**config.mk**
```make
export PLATFORM = sky130hd
export DESIGN_NAME = vedic_mul8_seq
export DESIGN_NICKNAME = d
export VERILOG_FILES = /design/src/rtl/vedic_pkg.sv /design/src/rtl/vedic_mul4.sv /design/src/rtl/vedic_mul8_seq.sv
export SDC_FILE = /design/constraint.sdc
export NUM_CORES = 1
export LEC_CHECK = 0
export ABC_AREA = 1
export BUFFER_PORTS_ARGS = -buffer_cell sky130_fd_sc_hd__buf_2
export CORE_MARGIN = 4
export CORE_UTILIZATION = 40
export CTS_CLUSTER_DIAMETER = 200
export CTS_CLUSTER_SIZE = 30
export DETAILED_ROUTE_END_ITERATION = 8
export GPL_TIMING_DRIVEN = 0
export SETUP_SLACK_MARGIN = 0.2
export SYNTH_ARGS = -nofsm -noshare
export SYNTH_HDL_FRONTEND = slang
export SYNTH_HIERARCHICAL = 1
export SYNTH_SLANG_ARGS = --single-unit
```
**constraint.sdc**
```tcl
create_clock -name clk -period 7.2 [get_ports clk]
set_input_delay 0.72 -clock clk [delete_from_list [all_inputs] [get_ports clk]]
set_output_delay 0.72 -clock clk [all_outputs]
set_load 0.005 [all_outputs]
```
**src/rtl/vedic_pkg.sv**
```systemverilog
// Shared types and constants for the iterative Vedic multiplier.
package vedic_pkg;

    localparam int WIDTH = 8;
    localparam int HALF  = WIDTH / 2;

    typedef enum logic [1:0] {
        IDLE = 2'd0,
        MUL  = 2'd1,
        DONE = 2'd2
    } state_t;

    // Nibble-pair selection per accumulation step.
    localparam logic [1:0] STEP_LL = 2'd0;
    localparam logic [1:0] STEP_HL = 2'd1;
    localparam logic [1:0] STEP_LH = 2'd2;
    localparam logic [1:0] STEP_HH = 2'd3;

endpackage

```
**src/rtl/vedic_mul4.sv**
```systemverilog
// Combinational 4x4 Urdhva-Tiryagbhyam multiplier built from 2x2 Vedic
// cells and half-adder based ripple adders.

// Half adder: the basic cell everything else is built from.
module vedic_ha (
    input  logic x,
    input  logic y,
    output logic s,
    output logic c
);
    assign s = x ^ y;
    assign c = x & y;
endmodule

// 2x2 Vedic cell: vertical and crosswise products folded with two half adders.
module vedic_mul2 (
    input  logic [1:0] x,
    input  logic [1:0] y,
    output logic [3:0] p
);
    logic c1;

    assign p[0] = x[0] & y[0];
    vedic_ha u_ha_cross (.x(x[1] & y[0]), .y(x[0] & y[1]), .s(p[1]), .c(c1));
    vedic_ha u_ha_top   (.x(x[1] & y[1]), .y(c1),          .s(p[2]), .c(p[3]));
endmodule

// Ripple-carry adder; each bit is a full adder made of two half adders.
module vedic_rca #(
    parameter int N = 4
) (
    input  logic [N-1:0] x,
    input  logic [N-1:0] y,
    output logic [N:0]   sum
);
    logic [N:0]   carry;
    logic [N-1:0] s0;
    logic [N-1:0] c0;
    logic [N-1:0] c1;

    assign carry[0] = 1'b0;
    assign sum[N]   = carry[N];

    generate
        for (genvar gi = 0; gi < N; gi++) begin : g_bit
            vedic_ha u_ha0 (.x(x[gi]),  .y(y[gi]),     .s(s0[gi]),  .c(c0[gi]));
            vedic_ha u_ha1 (.x(s0[gi]), .y(carry[gi]), .s(sum[gi]), .c(c1[gi]));
            assign carry[gi+1] = c0[gi] | c1[gi];
        end
    endgenerate
endmodule

// 4x4 core: q0 + ((q1 + q2) << 2) + (q3 << 4), with the two low bits of q0
// passing straight through so the final adder is only 6 bits wide.
module vedic_mul4 (
    input  logic [3:0] x,
    input  logic [3:0] y,
    output logic [7:0] p
);
    logic [3:0] q0, q1, q2, q3;
    logic [4:0] cross_sum;
    logic [6:0] upper_sum;
    logic       unused_upper_carry;

    vedic_mul2 u_ll (.x(x[1:0]), .y(y[1:0]), .p(q0));
    vedic_mul2 u_hl (.x(x[3:2]), .y(y[1:0]), .p(q1));
    vedic_mul2 u_lh (.x(x[1:0]), .y(y[3:2]), .p(q2));
    vedic_mul2 u_hh (.x(x[3:2]), .y(y[3:2]), .p(q3));

    vedic_rca #(.N(4)) u_cross (.x(q1), .y(q2), .sum(cross_sum));
    vedic_rca #(.N(6)) u_upper (
        .x   ({q3, q0[3:2]}),
        .y   ({1'b0, cross_sum}),
        .sum (upper_sum)
    );

    // 15*15 fits in 8 bits, so the adder's carry-out is always zero.
    assign unused_upper_carry = upper_sum[6];
    assign p = {upper_sum[5:0], q0[1:0]};
endmodule

```
**src/rtl/vedic_mul8_seq.sv**
```systemverilog
// Iterative 8x8 unsigned multiplier: one shared 4x4 Vedic core accumulates
// the four nibble partial products over four cycles.
module vedic_mul8_seq
    import vedic_pkg::*;
(
    input  logic             clk,
    input  logic             rst_n,
    input  logic             in_valid,
    output logic             in_ready,
    input  logic [WIDTH-1:0] a,
    input  logic [WIDTH-1:0] b,
    output logic             out_valid,
    input  logic             out_ready,
    output logic [2*WIDTH-1:0] product
);
    state_t               state_reg, state_next;
    logic [1:0]           step_reg, step_next;
    logic [WIDTH-1:0]     op_a_reg, op_a_next;
    logic [WIDTH-1:0]     op_b_reg, op_b_next;
    logic [2*WIDTH-1:0]   acc_reg, acc_next;

    logic [HALF-1:0]      core_x;
    logic [HALF-1:0]      core_y;
    logic [WIDTH-1:0]     pp;
    logic [2*WIDTH-1:0]   addend;

    vedic_mul4 u_core (.x(core_x), .y(core_y), .p(pp));

    // Select the nibble pair for this step and align its partial product.
    always_comb begin
        core_x = op_a_reg[HALF-1:0];
        core_y = op_b_reg[HALF-1:0];
        addend = {8'h00, pp};
        case (step_reg)
            STEP_HL: begin
                core_x = op_a_reg[WIDTH-1:HALF];
                core_y = op_b_reg[HALF-1:0];
                addend = {4'h0, pp, 4'h0};
            end
            STEP_LH: begin
                core_x = op_a_reg[HALF-1:0];
                core_y = op_b_reg[WIDTH-1:HALF];
                addend = {4'h0, pp, 4'h0};
            end
            STEP_HH: begin
                core_x = op_a_reg[WIDTH-1:HALF];
                core_y = op_b_reg[WIDTH-1:HALF];
                addend = {pp, 8'h00};
            end
            default: ;
        endcase
    end

    // Next-state and datapath update for accept, accumulate and hand-off.
    always_comb begin
        state_next = state_reg;
        step_next  = step_reg;
        op_a_next  = op_a_reg;
        op_b_next  = op_b_reg;
        acc_next   = acc_reg;
        case (state_reg)
            IDLE: begin
                if (in_valid) begin
                    op_a_next  = a;
                    op_b_next  = b;
                    acc_next   = '0;
                    step_next  = STEP_LL;
                    state_next = MUL;
                end
            end
            MUL: begin
                acc_next  = acc_reg + addend;
                step_next = step_reg + 2'd1;
                if (step_reg == STEP_HH) begin
                    state_next = DONE;
                end
            end
            DONE: begin
                if (out_ready) begin
                    state_next = IDLE;
                end
            end
            default: state_next = IDLE;
        endcase
    end

    // State and datapath registers; reset discards any partial result.
    always_ff @(posedge clk or negedge rst_n) begin
        if (!rst_n) begin
            state_reg <= IDLE;
            step_reg  <= STEP_LL;
            op_a_reg  <= '0;
            op_b_reg  <= '0;
            acc_reg   <= '0;
        end else begin
            state_reg <= state_next;
            step_reg  <= step_next;
            op_a_reg  <= op_a_next;
            op_b_reg  <= op_b_next;
            acc_reg   <= acc_next;
        end
    end

    assign in_ready  = (state_reg == IDLE);
    assign out_valid = (state_reg == DONE);
    assign product   = acc_reg;

endmodule

```
==> flow_metrics.py, run 1 <==
metrics = {
    "place": {
        "place_hpwl_mm": 5.61,
        "port-buffer-count": 37,
        "dp_slack_ns": 1.49,
        "gp_routability_congestion": 0.877,
        "standard_cell_area_after_detailed_placement_mm2": 0.00351,
    },
    "critical_path": {
        "critical_path.startpoint_type": "register",
        "timing.critical_path.slowest_stage_cell": "mux2_2",
        "timing.reg2reg.setup_slack_ns": 1.53,
        "critical_path_arrival_ns": 5.85,
        "timing.critical_path.buf_inv": 8,
        "worstPathMaxFanout": 9,
        "cp_most_frequent_cell": "ha_1",
        "critical-path-top-delay-family": "adder cells",
        "critical_path.max_stage_delay_ns": 0.45,
        "worst_ep_required_time_ns": 7.39,
        "worst_setup_path_end_kind": "register",
        "worst-setup-path-type": "register to register",
    },
    "finish": {
        "largest_register_ffs": 16,
        "synthToLayoutAreaGrowth_pct": 13.3,
        "mostFrequentLayoutCell": "nand2_1",
        "final_layout_size_suffix_gt1_share_pct": 17.2,
        "n_antenna_cell": 0,
        "layout.nets": 545,
        "stdcell_area_mm2": 0.00362,
        "mostFrequentLayoutCells": "nand2_1, inv_1, ha_1",
    },
    "global_routing": {
        "grt-ovfl-total": 0,
        "vias_in_the_first_global_route": 2728,
        "pin_count_of_the_biggest_net_entering_global_routing": 37,
        "gr-usage-all-layers_pct": 15.3,
        "grt_antenna_before_repair": 0,
        "first_pass_grt_wire_length_mm": 12.0,
    },
    "synth": {
        "syn-instance-count": 433,
        "avgSynthCellArea_um2": 7.37,
        "synth-warning-count": 6,
        "syn-num-nets": 501,
        "synth_area_mm2": 0.00319,
    },
    "clock_tree": {
        "tritoncts": "done",
        "cts_repair_resize_count": 0,
        "postCtsSetupBuffers": 0,
        "cts-htree-levels": 2,
        "clk-insertion-delay-late_ns": 0.29,
        "number_of_hold_repair_buffers_added_at_the_cts_stage": 0,
        "max-clock-path-buffers": 2,
        "clk_pin_slew_worst_paths_ns": 0.08,
        "tritoncts.num_buffers": 5,
        "clock-sinks": 36,
        "clock-root-buffer": "clkbuf_8",
    },
    "timing": {
        "finalSetupViolCount": 0,
        "min_period_ns": 5.67,
        "maxSlewViolCount": 0,
        "post-route-period-util_pct": 78.7,
        "hold_violation_total_from_the_final_report": 0,
        "final_critical_path_setup_slack_ns": 1.53,
        "grt_setup_unrepaired": "no",
        "clock.fmax_ghz": 0.176,
        "least_margin_pin_slew_ns": 0.851,
        "slew_headroom_pct": 43.2,
        "timing.setup.tns_ns": 0,
        "worst_clock_skew_ns": 0.00458,
    },
    "route": {
        "number_of_antenna_violating_nets_in_the_routed_design": 0,
        "route.vias.total": 2705,
        "route.detailed.wl_per_inst_um": 11.9,
        "dr.pass1.iters": 4,
        "drt-initial-drc-count": 82,
        "via_to_cell_ratio": 4.66,
        "wl_mm": 6.92,
        "drc": 0,
    },
    "run_status": {
        "status": "completed",
    },
    "run": {
        "cap_viol_max_count": 0,
    },
    "floorplan": {
        "floorplan.io_pins": 38,
        "start_util_pct": 41.3,
        "die_area_mm2": 0.00948,
        "rows": 32,
        "fp.coreArea_mm2": 0.00773,
        "die_height_um": 97.3,
        "die_x_um": 97.3,
    },
    "worst_hold_path": {
        "timing.hold.worst.class": "register to register",
    },
}
metrics by stage:
step,hold slack [ns],util (%),std cells
floorplan,0.424,-,433
global placement,0.485,45.4,572
detailed placement,0.488,45.4,572
CTS,0.511,46.8,580
global route,0.524,46.8,580
finish,0.509,46.8,580
worst paths after layout:
| path | from | endpoint | cells after the start |
|---|---|---|---|
| worst min-delay path | op_b_reg[4]$_DFFE_PN0P_ | op_b_reg[4]$_DFFE_PN0P_ | 1 |
| worst min register to register | op_b_reg[4]$_DFFE_PN0P_ | op_b_reg[4]$_DFFE_PN0P_ | 1 |
| worst max register to register | step_reg[0]$_DFFE_PN0P_ | product[13]$_DFFE_PN0P_ | 34 |
| min in group asynchronous | rst_n | product[2]$_DFFE_PN0P_ | 1 |
| max in group asynchronous | rst_n | op_b_reg[6]$_DFFE_PN0P_ | 1 |
| worst max-delay path | step_reg[0]$_DFFE_PN0P_ | product[13]$_DFFE_PN0P_ | 34 |
area by class of cell:
class	count	area, µm²
well taps	102	128
clock buffers	5	68.8
multi-input cells	297	1890
clock inverters	3	42.5
inverters	94	355
fillers	792	4110
flip-flops and latches	36	901
repair buffers	37	185
plain buffers	6	47.5
metal layers:
layer  vias to the layer above  GRT usage, %  part of all wire [%]
met3                        14          3.02                   3.9
met5                         -             0                     0
met2                        50          26.4                    47
met1                      1208          19.1                    47
met4                         0          5.22                   2.1
li1                       1433             -                     -
Power of run 1 is not shown: default switching activity piles up to over one toggle a cycle in this logic, so the estimate is an artifact.
==> run 2, diff against run 1 <==
==> constraint.sdc (replaced) <==
create_clock -name clk -period 4.95 [get_ports clk]
set_input_delay 0.495 -clock clk [delete_from_list [all_inputs] [get_ports clk]]
set_output_delay 0.495 -clock clk [all_outputs]
set_load 0.005 [all_outputs]
==> flow_metrics.py, run 2 (synthesis results as in run 1) <==
metrics = {
    "clock_tree": {
        "cts-htree-levels": 2,
        "clk_pin_slew_worst_paths_ns": 0.09,
        "max-clock-path-buffers": 2,
        "clk-insertion-delay-late_ns": 0.30,
        "clock-sinks": 36,
        "clock-root-buffer": "clkbuf_8",
        "tritoncts.num_buffers": 5,
        "tritoncts": "done",
    },
    "critical_path": {
        "critical_path.max_stage_delay_ns": 0.41,
        "timing.critical_path.slowest_stage_cell": "dfrtp_1",
        "cp_most_frequent_cell": "ha_4",
        "worst-setup-path-type": "register to register",
        "worst_setup_path_end_kind": "register",
        "critical_path_arrival_ns": 5.02,
        "worst_ep_required_time_ns": 5.14,
        "worstPathMaxFanout": 5,
        "critical_path.startpoint_type": "register",
    },
    "global_routing": {
        "first_pass_grt_wire_length_mm": 12.8,
        "vias_in_the_first_global_route": 2800,
        "grt-ovfl-total": 0,
        "gr-usage-all-layers_pct": 16.3,
        "pin_count_of_the_biggest_net_entering_global_routing": 37,
        "grt_antenna_before_repair": 0,
    },
    "finish": {
        "largest_register_ffs": 16,
        "n_antenna_cell": 0,
        "finalCoreUtilization_pct": 54.1,
        "final_layout_size_suffix_gt1_share_pct": 36.6,
        "synthToLayoutAreaGrowth_pct": 31.0,
        "mostFrequentLayoutCell": "nand2_1",
        "layout.nets": 562,
        "mostFrequentLayoutCells": "nand2_1, inv_1, buf_2",
    },
    "timing": {
        "timing.setup.tns_ns": 0,
        "slew_headroom_pct": 42.4,
        "least_margin_pin_slew_ns": 0.864,
        "worst_clock_skew_ns": 0.00995,
        "hold_violation_total_from_the_final_report": 0,
        "finalSetupViolCount": 0,
        "min_period_ns": 4.83,
        "post-route-period-util_pct": 97.5,
        "clock.fmax_ghz": 0.207,
        "maxSlewViolCount": 0,
        "grt_setup_unrepaired": "yes",
    },
    "floorplan": {
        "floorplan.io_pins": 38,
        "start_util_pct": 41.3,
        "die_area_mm2": 0.00948,
        "die_x_um": 97.3,
        "die_height_um": 97.3,
        "rows": 32,
        "fp.coreArea_mm2": 0.00773,
    },
    "place": {
        "gp_routability_congestion": 0.886,
        "port-buffer-count": 37,
        "place_hpwl_mm": 5.73,
    },
    "run": {
        "cap_viol_max_count": 0,
    },
    "route": {
        "drc": 0,
        "via_to_cell_ratio": 4.77,
        "drt-initial-drc-count": 87,
        "route.vias.total": 2850,
        "dr.pass1.iters": 4,
        "number_of_antenna_violating_nets_in_the_routed_design": 0,
        "wl_mm": 7.99,
        "route.detailed.wl_per_inst_um": 13.4,
    },
    "worst_hold_path": {
        "timing.hold.worst.class": "primary input to async pin",
    },
    "run_status": {
        "status": "completed",
    },
}
-- run 2: cell types whose count changed in the layout (fill, tap and decap cells not counted), sizes merged --
cell / previous run / this run
buf: 43 / 60
bufinv: 1 / 0
clkinv: 1 / 3
clkinvlp: 1 / 0
-- run 2: layout make-up --
class	instances	area [µm²]
clock inverter	3	18.8
sequential	36	901
multi-input combinational	297	2330
timing repair buffer	54	324
fill	730	3550
tap	102	128
buffer	6	57.6
clock buffer	5	68.8
inverter	94	358
-- run 2: per-layer routing --
metal	GRT usage, %	vias up	part of all wire (%)	wire [µm]
li1	-	1462	-	-
met1	20.3	1326	44	3540
met3	2.73	15	3.4	270
met2	29.1	47	50	4020
met5	0	-	0	0
met4	4.58	0	2.0	159
-- run 2: what timing repair did --
item                                    in CTS  in global routing
setup buffers                               14                  3
pin swaps                                   29                 45
hold buffers                                 0                  0
gates resized for setup                     38                 50
endpoints found under the setup margin       9                 11
-- run 2: through the flow --
| stage | hold slack [ns] | setup slack (ns) | instance area, µm² | instances |
|---|---|---|---|---|
| floorplan | 0.199 | 0.100 | 3260 | 433 |
| global placement | 0.485 | -0.335 | 3570 | 572 |
| detailed placement | 0.491 | -0.358 | 3570 | 572 |
| CTS | 0.339 | -0.143 | 3920 | 594 |
| global route | 0.381 | -0.159 | 4180 | 597 |
| finish | 0.305 | 0.124 | 4180 | 597 |
-- run 2: worst max-delay path: cells and delay by family, from the launching register on --
kind / cells / cell delay [ns]
buf+inv: 8 / 0.45
compound gates: 2 / 0.31
flops: 1 / 0.41
mux: 1 / 0.35
simple gates: 12 / 0.90
fa+ha+maj: 11 / 2.27
-- run 2: path summary, 6_finish.rpt --
kind,from,endpoint,slack (ns),depth (start not counted)
min in group clk,out_ready,state_reg[1]$_DFFE_PN0P_,0.39,2
min reg2reg,op_b_reg[2]$_DFFE_PN0P_,op_b_reg[2]$_DFFE_PN0P_,0.51,1
max,step_reg[0]$_DFFE_PN0P_,product[13]$_DFFE_PN0P_,0.12,34
max reg2reg,step_reg[0]$_DFFE_PN0P_,product[13]$_DFFE_PN0P_,0.12,34
max in group asynchronous,rst_n,op_b_reg[1]$_DFFE_PN0P_,4.10,1
min,rst_n,product[5]$_DFFE_PN0P_,0.30,1
Power of run 2 is left out for the same reason.
==> run 3, diff against run 2 <==
--- a/config.mk
+++ b/config.mk
@@ -5,7 +5,6 @@
 export SDC_FILE = /design/constraint.sdc
 export NUM_CORES = 1
 export LEC_CHECK = 0
-export ABC_AREA = 1
 export BUFFER_PORTS_ARGS = -buffer_cell sky130_fd_sc_hd__buf_2
 export CORE_MARGIN = 4
 export CORE_UTILIZATION = 40
==> flow_metrics.py, run 3 <==
metrics = {
    "run_status": {
        "status": "finished, violations left",
        "violations": "setup timing",
    },
    "route": {
        "route.vias.total": 2648,
        "via_to_cell_ratio": 5.22,
        "wl_mm": 7.65,
        "dr.pass1.iters": 4,
        "drc": 0,
        "drt-initial-drc-count": 108,
        "route.detailed.wl_per_inst_um": 15.1,
        "number_of_antenna_violating_nets_in_the_routed_design": 0,
    },
    "critical_path": {
        "worst_ep_required_time_ns": 5.13,
        "critical_path.max_stage_delay_ns": 0.44,
        "timing.critical_path.slowest_stage_cell": "dfrtp_1",
        "worst_setup_path_end_kind": "register",
        "critical_path.startpoint_type": "register",
        "critical-path-top-delay-family": "adder cells",
        "worst-setup-path-type": "register to register",
        "worstPathMaxFanout": 4,
        "cp_most_frequent_cell": "ha_4",
        "critical_path_arrival_ns": 6.18,
        "timing.critical_path.buf_inv": 2,
    },
    "synth": {
        "avgSynthCellArea_um2": 8.51,
        "syn-instance-count": 350,
        "syn-num-nets": 418,
        "synth-warning-count": 6,
        "synth_area_mm2": 0.00298,
    },
    "clock_tree": {
        "cts-htree-levels": 2,
        "clock-root-buffer": "clkbuf_8",
        "clock-sinks": 36,
        "number_of_hold_repair_buffers_added_at_the_cts_stage": 0,
        "clk_pin_slew_worst_paths_ns": 0.08,
        "tritoncts": "done",
        "tritoncts.num_buffers": 5,
        "clk-insertion-delay-late_ns": 0.30,
        "max-clock-path-buffers": 2,
    },
    "timing": {
        "finalSetupViolCount": 9,
        "clock.fmax_ghz": 0.167,
        "grt_setup_unrepaired": "yes",
        "least_margin_pin_slew_ns": 0.853,
        "maxSlewViolCount": 0,
        "hold_violation_total_from_the_final_report": 0,
        "slew_headroom_pct": 43.1,
        "post-route-period-util_pct": 121,
        "worst_clock_skew_ns": 0.00513,
        "min_period_ns": 6.00,
        "timing.setup.tns_ns": -7.71,
        "final_critical_path_setup_slack_ns": -1.05,
    },
    "place": {
        "place_hpwl_mm": 5.68,
        "standard_cell_area_after_detailed_placement_mm2": 0.00342,
        "gp_routability_congestion": 0.893,
        "port-buffer-count": 37,
    },
    "global_routing": {
        "gr-usage-all-layers_pct": 18.0,
        "pin_count_of_the_biggest_net_entering_global_routing": 37,
        "grt-ovfl-total": 0,
        "grt_antenna_before_repair": 0,
        "first_pass_grt_wire_length_mm": 12.5,
        "vias_in_the_first_global_route": 2593,
    },
    "finish": {
        "layout.nets": 475,
        "final_layout_size_suffix_gt1_share_pct": 29.4,
        "stdcell_area_mm2": 0.00381,
        "n_antenna_cell": 0,
        "largest_register_ffs": 16,
        "mostFrequentLayoutCell": "nand2_1",
        "finalCoreUtilization_pct": 52.5,
        "mostFrequentLayoutCells": "nand2_1, buf_2, dfrtp_1",
        "synthToLayoutAreaGrowth_pct": 28.0,
    },
    "floorplan": {
        "die_x_um": 94.3,
        "die_area_mm2": 0.00889,
        "die_height_um": 94.3,
        "rows": 31,
        "floorplan.io_pins": 38,
        "fp.coreArea_mm2": 0.00725,
        "start_util_pct": 41.1,
    },
    "worst_hold_path": {
        "timing.hold.worst.class": "primary input to async pin",
    },
    "run": {
        "cap_viol_max_count": 0,
    },
}
run 3: path summary, 6_finish.rpt:
| kind | startpoint | endpoint | slack (ns) | cells after the start |
|---|---|---|---|---|
| worst max-delay path | step_reg[1]$_DFFE_PN0P_ | product[14]$_DFFE_PN0P_ | -1.05 | 27 |
| worst min-delay path | rst_n | op_a_reg[6]$_DFFE_PN0P_ | 0.29 | 1 |
| worst max register to register | step_reg[1]$_DFFE_PN0P_ | product[14]$_DFFE_PN0P_ | -1.05 | 27 |
| worst min register to register | op_b_reg[5]$_DFFE_PN0P_ | op_b_reg[5]$_DFFE_PN0P_ | 0.48 | 2 |
| max in group asynchronous | rst_n | step_reg[0]$_DFFE_PN0P_ | 4.06 | 1 |
| min in group clk | a[0] | op_a_reg[0]$_DFFE_PN0P_ | 0.38 | 3 |
run 3: worst register-to-register path: stages, from the launching register on:
cell,delay (ns)
dfrtp_1,0.44
ha_4,0.21
clkbuf_16,0.14
nor2_4,0.18
mux2_4,0.35
and2_4,0.15
ha_4,0.27
ha_4,0.20
ha_4,0.14
or2_1,0.20
ha_2,0.16
or2_1,0.20
ha_1,0.28
ha_1,0.28
ha_2,0.17
or2_1,0.20
ha_2,0.16
or2_4,0.25
ha_4,0.23
a22oi_2,0.16
nor2_2,0.06
ha_1,0.31
buf_6,0.13
a21o_1,0.15
a21o_1,0.16
a221oi_2,0.29
nor3_2,0.06
or3_1,0.35
run 3: what timing repair did:
item	in CTS	in global routing
hold endpoints to repair	0	0
setup endpoints to repair	10	11
buffers inserted	10	3
resized for setup	30	15
pin swaps	26	17
run 3: metrics by stage:
step                cells  hold slack, ns  setup slack (ns)
floorplan             350           0.199            -0.800
global placement      486           0.453             -1.19
detailed placement    486           0.459             -1.25
CTS                   504           0.339             -1.11
global route          507           0.372             -1.31
finish                507           0.290             -1.05
run 3: area by class of cell:
class | count | area, µm²
Multi-Input combinational cell | 295 | 2290
Fill cell | 703 | 3440
Inverter | 4 | 15.0
Clock buffer | 7 | 86.3
Sequential cell | 36 | 902
Tap cell | 99 | 124
Timing Repair Buffer | 50 | 294
Buffer | 15 | 95.1
Clock inverter | 1 | 7.51
run 3: per-layer routing:
layer	track usage [%]	routed length (µm)	vias up	part of all wire, %
li1	-	-	1332	-
met1	23.8	3510	1255	46
met2	29.8	3680	50	48
met3	3.13	335	11	4.4
met4	5.54	125	0	1.6
met5	0	0	-	0
Power of run 3 is left out for the same reason.
